`config.mk`:
```
export PLATFORM = sky130hd
export DESIGN_NAME = song_sequencer
export DESIGN_NICKNAME = d
export VERILOG_FILES = /design/src/rtl/song_sequencer.sv
export SDC_FILE = /design/constraint.sdc
export NUM_CORES = 1
export LEC_CHECK = 0
export ABC_AREA = 1
export BUFFER_PORTS_ARGS = -buffer_cell sky130_fd_sc_hd__buf_2
export CAP_MARGIN = 20
export CORE_AREA = 3 3 61 63
export CTS_CLUSTER_DIAMETER = 120
export DETAILED_ROUTE_END_ITERATION = 6
export DIE_AREA = 0 0 64 66
export PLACE_DENSITY = 0.81
export REMOVE_ABC_BUFFERS = 1
export SLEW_MARGIN = 10
export SYNTH_ARGS = -nofsm -noshare
export SYNTH_HDL_FRONTEND = slang
export SYNTH_SLANG_ARGS = --single-unit
```
`constraint.sdc`:
```
create_clock -name i_clk -period 1.6 [get_ports i_clk]
set_input_delay 0.08 -clock i_clk [delete_from_list [all_inputs] [get_ports i_clk]]
set_output_delay 0.08 -clock i_clk [all_outputs]
set_load 0.05 [all_outputs]
```
`src/rtl/song_sequencer.sv`:
```
// song_sequencer
//   Walks the selected song in a synchronous song ROM one {note, duration}
//   word at a time. Each word is handed to note_player with a one-cycle
//   load_new_note pulse. The sequencer then waits for done_with_note before
//   fetching the next word. The play level pauses the sequence, and a
//   zero-duration word or the last index of the song ends it.
//
// Ports
//   i_clk               system clock
//   i_reset             synchronous, active-high reset
//   i_play              level: 1 = run/resume, 0 = pause
//   i_song              song select, taken only on i_new_song
//   i_new_song          pulse: restart at word 0 of i_song
//   o_rom_addr          registered {song, note index} to the song ROM
//   i_rom_data          {note[11:6], duration[5:0]}, valid one cycle after o_rom_addr
//   o_note_to_load      registered note for note_player (0 = rest)
//   o_duration_to_load  registered duration in beats
//   o_load_new_note     one-cycle load strobe to note_player
//   i_done_with_note    note_player has finished the current note
//   o_play_enable       note_player run enable
//   o_song_done         one-cycle pulse on entering END
//
// state     | meaning
// ----------+----------------------------------------------------------
// IDLE      | waiting for play after reset or a song change
// FETCH     | rom_addr holds the word being read; ROM is clocking it
// WAIT_ROM  | ROM word valid; latch it, or end on a zero duration
// LOAD      | load strobe to note_player
// WAIT_DONE | note playing; first cycle blanks a stale done flag
// END       | song finished; held until new_song or reset

module song_sequencer #(
  parameter int SONG_BITS = 2,
  parameter int NOTE_BITS = 5
) (
  input  logic                           i_clk,
  input  logic                           i_reset,
  input  logic                           i_play,
  input  logic [SONG_BITS-1:0]           i_song,
  input  logic                           i_new_song,
  output logic [SONG_BITS+NOTE_BITS-1:0] o_rom_addr,
  input  logic [11:0]                    i_rom_data,
  output logic [5:0]                     o_note_to_load,
  output logic [5:0]                     o_duration_to_load,
  output logic                           o_load_new_note,
  input  logic                           i_done_with_note,
  output logic                           o_play_enable,
  output logic                           o_song_done
);

  localparam logic [NOTE_BITS-1:0] NOTE_LAST = {NOTE_BITS{1'b1}};

  typedef enum logic [2:0] {
    S_IDLE,
    S_FETCH,
    S_WAIT_ROM,
    S_LOAD,
    S_WAIT_DONE,
    S_END
  } state_t;

  state_t                           r_state;
  logic [SONG_BITS-1:0]             r_song;
  logic [NOTE_BITS-1:0]             r_note_idx;
  logic [SONG_BITS+NOTE_BITS-1:0]   r_rom_addr;
  logic [5:0]                       r_note;
  logic [5:0]                       r_duration;
  logic                             r_song_done;
  logic                             r_blank;

  logic [5:0]                       w_rom_note;
  logic [5:0]                       w_rom_duration;
  logic [NOTE_BITS-1:0]             w_next_idx;

  assign w_rom_note     = i_rom_data[11:6];
  assign w_rom_duration = i_rom_data[5:0];
  assign w_next_idx     = r_note_idx + NOTE_BITS'(1);

  always_ff @(posedge i_clk) begin
    if (i_reset) begin
      r_state     <= S_IDLE;
      r_song      <= '0;
      r_note_idx  <= '0;
      r_rom_addr  <= '0;
      r_note      <= '0;
      r_duration  <= '0;
      r_song_done <= 1'b0;
      r_blank     <= 1'b0;
    end else begin
      r_song_done <= 1'b0;
      if (i_new_song) begin
        // Song change wins over everything, including a done in the same
        // cycle. The note/duration outputs keep their last values.
        r_song     <= i_song;
        r_note_idx <= '0;
        r_blank    <= 1'b0;
        r_state    <= S_IDLE;
      end else if (i_play) begin
        // With play low nothing below runs, so every state simply holds.
        case (r_state)
          S_IDLE: begin
            // The address is presented on entry to FETCH so that the
            // synchronous ROM returns the word during WAIT_ROM.
            r_rom_addr <= {r_song, r_note_idx};
            r_state    <= S_FETCH;
          end
          S_FETCH: begin
            r_state <= S_WAIT_ROM;
          end
          S_WAIT_ROM: begin
            if (w_rom_duration == 6'd0) begin
              r_song_done <= 1'b1;
              r_state     <= S_END;
            end else begin
              r_note     <= w_rom_note;
              r_duration <= w_rom_duration;
              r_state    <= S_LOAD;
            end
          end
          S_LOAD: begin
            r_blank <= 1'b1;
            r_state <= S_WAIT_DONE;
          end
          S_WAIT_DONE: begin
            // note_player may still show done from the previous note in
            // the cycle right after the load, so that cycle is skipped.
            if (r_blank) begin
              r_blank <= 1'b0;
            end else if (i_done_with_note) begin
              if (r_note_idx == NOTE_LAST) begin
                r_song_done <= 1'b1;
                r_state     <= S_END;
              end else begin
                r_note_idx <= w_next_idx;
                r_rom_addr <= {r_song, w_next_idx};
                r_state    <= S_FETCH;
              end
            end
          end
          S_END: begin
            r_state <= S_END;
          end
          default: begin
            r_state <= S_IDLE;
          end
        endcase
      end
    end
  end

  // The strobe and enable are decoded from the registered state and gated
  // by play in the same cycle. This keeps a held LOAD silent during a
  // pause, and the strobe fires as soon as play returns.
  assign o_load_new_note    = (r_state == S_LOAD) && i_play && !i_new_song;
  assign o_play_enable      = i_play && (r_state != S_IDLE) && (r_state != S_END);

  assign o_rom_addr         = r_rom_addr;
  assign o_note_to_load     = r_note;
  assign o_duration_to_load = r_duration;
  assign o_song_done        = r_song_done;

endmodule
```
==> results by group, run 1 <==
Die
  • I/O pin count: 41
  • Core Box Area: 3280 µm²
  • Initial Util: 44.7%
  • Die height: 66 µm
  • DIE AREA: 4220 µm²
  • Die width: 64 µm
  • Cell row count: 21

Synth
  • Synth warn: 0
  • Synth Flop Type: dfxtp_1
  • Synth async-reset ratio: 0%
  • Post-synth cell types: 22
  • Mapped Cells: 214
  • Mean post-synth cell area: 6.86 µm²
  • Area of the mapped netlist: 1470 µm²
  • Sequential element share of the synthesized area: 42.3%
  • Post-synth EDFFs: 0
  • Synth Register Bits: 31

Layout
  • Antenna Cells: 0
  • Layout fillers: 290
  • Area added between synthesis and finish: 35.2%
  • Reg area: 629 µm²
  • Multi-input gate area: 776 µm²
  • Layout cells sized above 1: 27.3%
  • Commonest non-fill, non-tap cells in the layout: nand2_1, buf_2, nor2_1
  • Most common cell after layout, fill and taps aside: nand2_1
  • Post-route cell area: 1980 µm²
  • Fin util: 60.4%
  • Nets: 296

Route
  • WL/cell: 11.5 µm
  • Final wirelength: 3690 µm
  • Starting DRC count in detailed routing: 133
  • DR DRC count: 0
  • DR vias: 1546
  • Via density: 4.82
  • Antenna viol nets, final: 0
  • TritonRoute pass-1 iters: 4

Timing
  • Slew Limit Fails: 0
  • Final hold vios: 0
  • Max Fclk: 678 MHz
  • Worst-margin pin slew: 0.300 ns
  • # setup viols final: 0
  • Worst relative slew slack: 80.0%
  • Post-layout min period: 1.48 ns
  • Final period util: 92.2%
  • Post-route setup TNS: 0 ns
  • Skew final: 0.00769 ns

CTS
  • Clock transition at the registers of the reported paths: 0.09 ns
  • Worst skew pair latency: 0.33 ns
  • H-Tree Depth: 2
  • Num CTS Buffers: 5
  • # Post-CTS Setup Buffers: 0
  • Clk sinks: 31
  • Clock Path Buffers: 2
  • TritonCTS clock tree: done
  • Clock root cell: clkbuf_4

Setup path
  • CP startpoint kind: register
  • Crit path DAT: 1.74 ns
  • Worst path required time: 1.86 ns
  • Critical path class: reg -> reg
  • Crit-path max FO: 6
  • Worst Setup End Kind: register

Power
  • Sequential Power Share: 55.4%
  • Max IR drop VDD: 0.000278 V
  • Switching Fraction: 26.3%
  • Clock share of power: 31.5%
  • NetSw: 0.378 mW
  • PD cells: 725 nW/µm²
  • Share of power burned in combinational logic: 13.1%
  • Internal cell power: 1.06 mW
  • P_leak: 0.934 nW

Hold path
  • Hold/Removal Path Class: in -> reg

Placement
  • PortBufs: 40
  • Placement Cell Area: 1720 µm²
  • GP Congestion: 0.903
  • HPWL after DPL: 2400 µm

GRT
  • Largest net degree at the start of global routing: 17
  • Vias in the first global route: 1445
  • Total gr overflow: 0
  • First-pass GRT wire length: 5960 µm
  • Gr usage total: 18.3%
  • Initial antenna violation count: 0

Run
  • # Max-Cap Violations: 0

Outcome
  • Status: completed
metal layers:
layer	share of wire, %	GRT usage, %	up-vias
li1	-	-	794
met1	44	20.2	695
met2	49	31.5	57
met3	6.4	5.61	0
met4	0	9.97	0
met5	0	0	-
cell type report:
type	instances	area share (%)
multi-input cells	156	39.1
flip-flops and latches	31	31.7
repair buffers	58	19.1
inverters	23	4.35
well taps	46	2.90
clock buffers	6	2.59
clock inverters	1	0.252
state kept, by name (all words and copies together) (netlist names):
name / flops
o_duration_to_load: 6
o_note_to_load: 6
o_rom_addr: 7
o_song_done: 1
r_blank: 1
r_note_idx: 5
r_song: 2
r_state: 3
power by group through the flow:
| stage | Sequential, mW | Combinational [mW] | Clock [mW] |
|---|---|---|---|
| global placement | 0.815 | 0.151 | 0 |
| global route | 0.799 | 0.208 | 0.502 |
| finish | 0.797 | 0.188 | 0.454 |
| CTS | 0.798 | 0.180 | 0.473 |
| floorplan | 0.850 | 0.0626 | 0 |
| detailed placement | 0.815 | 0.153 | 0 |
per-stage QoR:
stage,std cells,hold WS (ns),power [mW],worst slack [ns]
after floorplan,209,0.149,0.913,0.0434
after CTS,320,0.0507,1.45,0.00780
after global routing,321,0.0947,1.51,-0.0198
final,321,0.0824,1.44,0.125
after global placement,299,0.310,0.967,0.0486
after detailed placement,299,0.320,0.968,0.0162
worst max-delay path, cell delays in order (launching register included):
cell	delay [ns]
dfxtp_2	0.34
ha_4	0.16
nand2_1	0.06
nor2_1	0.04
ha_2	0.16
inv_1	0.08
nand2_2	0.09
nor2_2	0.10
nand2_2	0.10
inv_2	0.10
o21ai_1	0.06
a21oi_1	0.12
Yosys cell counts (2+ instances only):
master | number | area share (%)
nand4_1 | 3 | 1.3
dfxtp_1 | 31 | 42
clkbuf_1 | 2 | 0.51
o21ai_0 | 11 | 3.8
a21oi_1 | 24 | 8.2
inv_1 | 21 | 5.4
nand2_2 | 2 | 0.85
nand3_1 | 4 | 1.4
ha_1 | 2 | 1.7
nor2_1 | 30 | 7.7
nand3_2 | 2 | 1.4
inv_2 | 2 | 0.51
nor2_2 | 2 | 0.85
buf_6 | 2 | 1.5
nand2_1 | 69 | 18
kinds of logic (layout without fill, tap and decap cells):
kind of cell,count (synthesis),in the layout,share of synthesized area (%)
compound gates,37,37,13.0
xor+xnor,1,1,0.597
fa+ha+maj,2,2,1.70
buf+inv,28,88,8.44
flops,31,31,42.3
simple gates,115,116,33.9
worst paths after layout:
check | to | cells after the start | slack (ns) | startpoint
setup / recovery | r_note_idx[3]$_SDFFE_PP0P_ | 11 | 0.12 | r_note_idx[1]$_SDFFE_PP0P_
hold / removal | r_song[1]$_SDFFE_PP0P_ | 3 | 0.08 | i_new_song
setup reg to reg | r_note_idx[3]$_SDFFE_PP0P_ | 11 | 0.12 | r_note_idx[1]$_SDFFE_PP0P_
hold reg to reg | o_note_to_load[0]$_SDFFE_PP0P_ | 2 | 0.47 | o_note_to_load[0]$_SDFFE_PP0P_
what timing repair did:
action | 4_1_cts | 5_1_grt
endpoints found under the setup margin | 2 | 14
resized for setup | 2 | 20
pin swaps | 0 | 1
hold endpoints to repair | 14 | 0
hold buffers | 14 | 0
gates cloned | 0 | 1
(Power assumes the default switching activity.)
==> inputs of run 2 (changes only) <==
Settings changed: CORE_AREA 3 3 61 63 to 3 3 51 76, DIE_AREA 0 0 64 66 to 0 0 54 79, PLACE_DENSITY 0.81 to 0.8, SETUP_SLACK_MARGIN set to 0.15.
==> results by group, run 2 (synthesized netlist as in run 1, its figures left out) <==
Layout
  • Antenna Cells: 0
  • Commonest non-fill, non-tap cells in the layout: nand2_1, buf_2, dfxtp_1
  • Area added between synthesis and finish: 38.4%
  • Layout fillers: 292
  • Post-route insts no fill: 309
  • Most common cell after layout, fill and taps aside: nand2_1
  • Nets: 289
  • Layout cells sized above 1: 36.4%
  • Post-route cell area: 2030 µm²
  • Max reg flops: 7

Route
  • WL/cell: 13.0 µm
  • Starting DRC count in detailed routing: 47
  • Final wirelength: 4000 µm
  • DR DRC count: 0
  • TritonRoute pass-1 iters: 4
  • DR vias: 1579
  • Via density: 5.11
  • Antenna viol nets, final: 0

Die
  • Core Box Area: 3220 µm²
  • Die height: 79 µm
  • Die width: 54 µm
  • Cell row count: 25
  • I/O pin count: 41
  • DIE AREA: 4270 µm²
  • Initial Util: 45.6%

Timing
  • Max Fclk: 673 MHz
  • Slew Limit Fails: 0
  • Final hold vios: 0
  • Post-layout min period: 1.48 ns
  • Worst hold margin: 0.0243 ns
  • Skew final: 0.00399 ns
  • # setup viols final: 0
  • Unrepaired setup endpoints after global routing: true
  • Final period util: 92.8%
  • Worst-margin pin slew: 0.542 ns
  • Worst relative slew slack: 63.7%
  • Post-route setup TNS: 0 ns

CTS
  • TritonCTS clock tree: done
  • H-Tree Depth: 2
  • Clock transition at the registers of the reported paths: 0.07 ns
  • Clk sinks: 31
  • Post-CTS Hold Fix Bufs: 0
  • Num CTS Buffers: 5
  • Worst skew pair latency: 0.28 ns
  • Clock root cell: clkbuf_8
  • Clock Path Buffers: 2

Setup path
  • Crit path largest cell delay: 0.34 ns
  • Crit path DAT: 1.71 ns
  • CP startpoint kind: register
  • Crit-path slowest cell: dfxtp_2
  • WP buf/inv: 2
  • CP cell instances: ha_4, nand2_2, nor2_2, ha_2, inv_2, nand2_4, nor2_4, nand2_4, inv_6, o21ai_2, a21oi_1
  • Critical path class: reg -> reg
  • Cell class contributing the biggest share of worst-path delay: simple AND/OR/NAND/NOR gates
  • Register-to-register setup slack: 0.12 ns
  • Worst path required time: 1.82 ns
  • Worst Setup End Kind: register
  • Crit-path max FO: 6
  • Most used cell, CP: nand2_4

Power
  • PD cells: 869 nW/µm²
  • P_leak: 0.964 nW
  • Tot Pwr: 1.76 mW
  • Max IR drop VDD: 0.000511 V

Run
  • # Max-Cap Violations: 0

Placement
  • Placement Cell Area: 1720 µm²
  • Inst Count DP: 294
  • HPWL after DPL: 2640 µm
  • GP Congestion: 0.768
  • PortBufs: 40

GRT
  • Total gr overflow: 0
  • Vias in the first global route: 1387
  • Gr usage total: 18.2%
  • First-pass GRT wire length: 5730 µm
  • Initial antenna violation count: 0
  • Largest net degree at the start of global routing: 17

Hold path
  • Hold/Removal Path Class: in -> reg

Outcome
  • Status: completed
[run 2: cell types whose count changed in the layout (fill, tap and decap cells not counted), moves of 4 or more]
cell	before	now
dlygate4sd3_1	14	0
buf_4	5	12
clkbuf_4	5	0
clkbuf_8	1	6
nand2_1	67	63
nor2_1	29	25
[run 2: final timing paths]
check,from,endpoint,depth (start not counted)
min reg2reg,o_duration_to_load[5]$_SDFFE_PP0P_,o_duration_to_load[5]$_SDFFE_PP0P_,2
min,i_song[1],r_song[1]$_SDFFE_PP0P_,3
max,r_note_idx[1]$_SDFFE_PP0P_,r_note_idx[3]$_SDFFE_PP0P_,11
max reg2reg,r_note_idx[1]$_SDFFE_PP0P_,r_note_idx[3]$_SDFFE_PP0P_,11
[run 2: where the power goes]
| group | total [mW] | leakage (nW) | switching [mW] | internal [mW] |
|---|---|---|---|---|
| clock network | 0.796 | 0.0612 | 0.293 | 0.503 |
| registers | 0.797 | 0.254 | 0.0118 | 0.785 |
| logic | 0.171 | 0.649 | 0.117 | 0.0538 |
[run 2: final cells by class]
class	count	area [µm²]	share of cell area, %
multi-input combinational	156	848	41.8
sequential	31	632	31.1
timing repair buffer	51	292	14.4
inverter	23	91.3	4.50
clock buffer	6	82.6	4.07
tap	40	50.0	2.46
clock inverter	2	35.0	1.73
[run 2: worst register-to-register path: stages, from the launching register on]
cell and delay [ns]:
dfxtp_2 0.34, ha_4 0.16, nand2_2 0.06, nor2_2 0.04
ha_2 0.17, inv_2 0.08, nand2_4 0.06, nor2_4 0.11
nand2_4 0.10, inv_6 0.11, o21ai_2 0.05, a21oi_1 0.12
[run 2: stage by stage]
stage	util [%]	setup slack [ns]
floorplan	-	0.0434
detailed placement	53.3	-0.0265
global route	63.0	0.0606
CTS	59.2	0.154
global placement	53.3	0.0418
finish	63.0	0.115
[run 2: what timing repair did]
action	in CTS	in global routing
setup buffers	1	5
pin swaps	2	15
cloned	1	0
setup endpoints to repair	15	15
gates resized for setup	19	29
[run 2: per-layer routing]
layer | global-route usage [%] | wire length [µm] | up-vias
met2 | 32.5 | 2110 | 64
li1 | - | - | 779
met3 | 4.50 | 247 | 18
met4 | 10.2 | 177 | 0
met5 | 0 | 0 | -
met1 | 18.1 | 1470 | 718
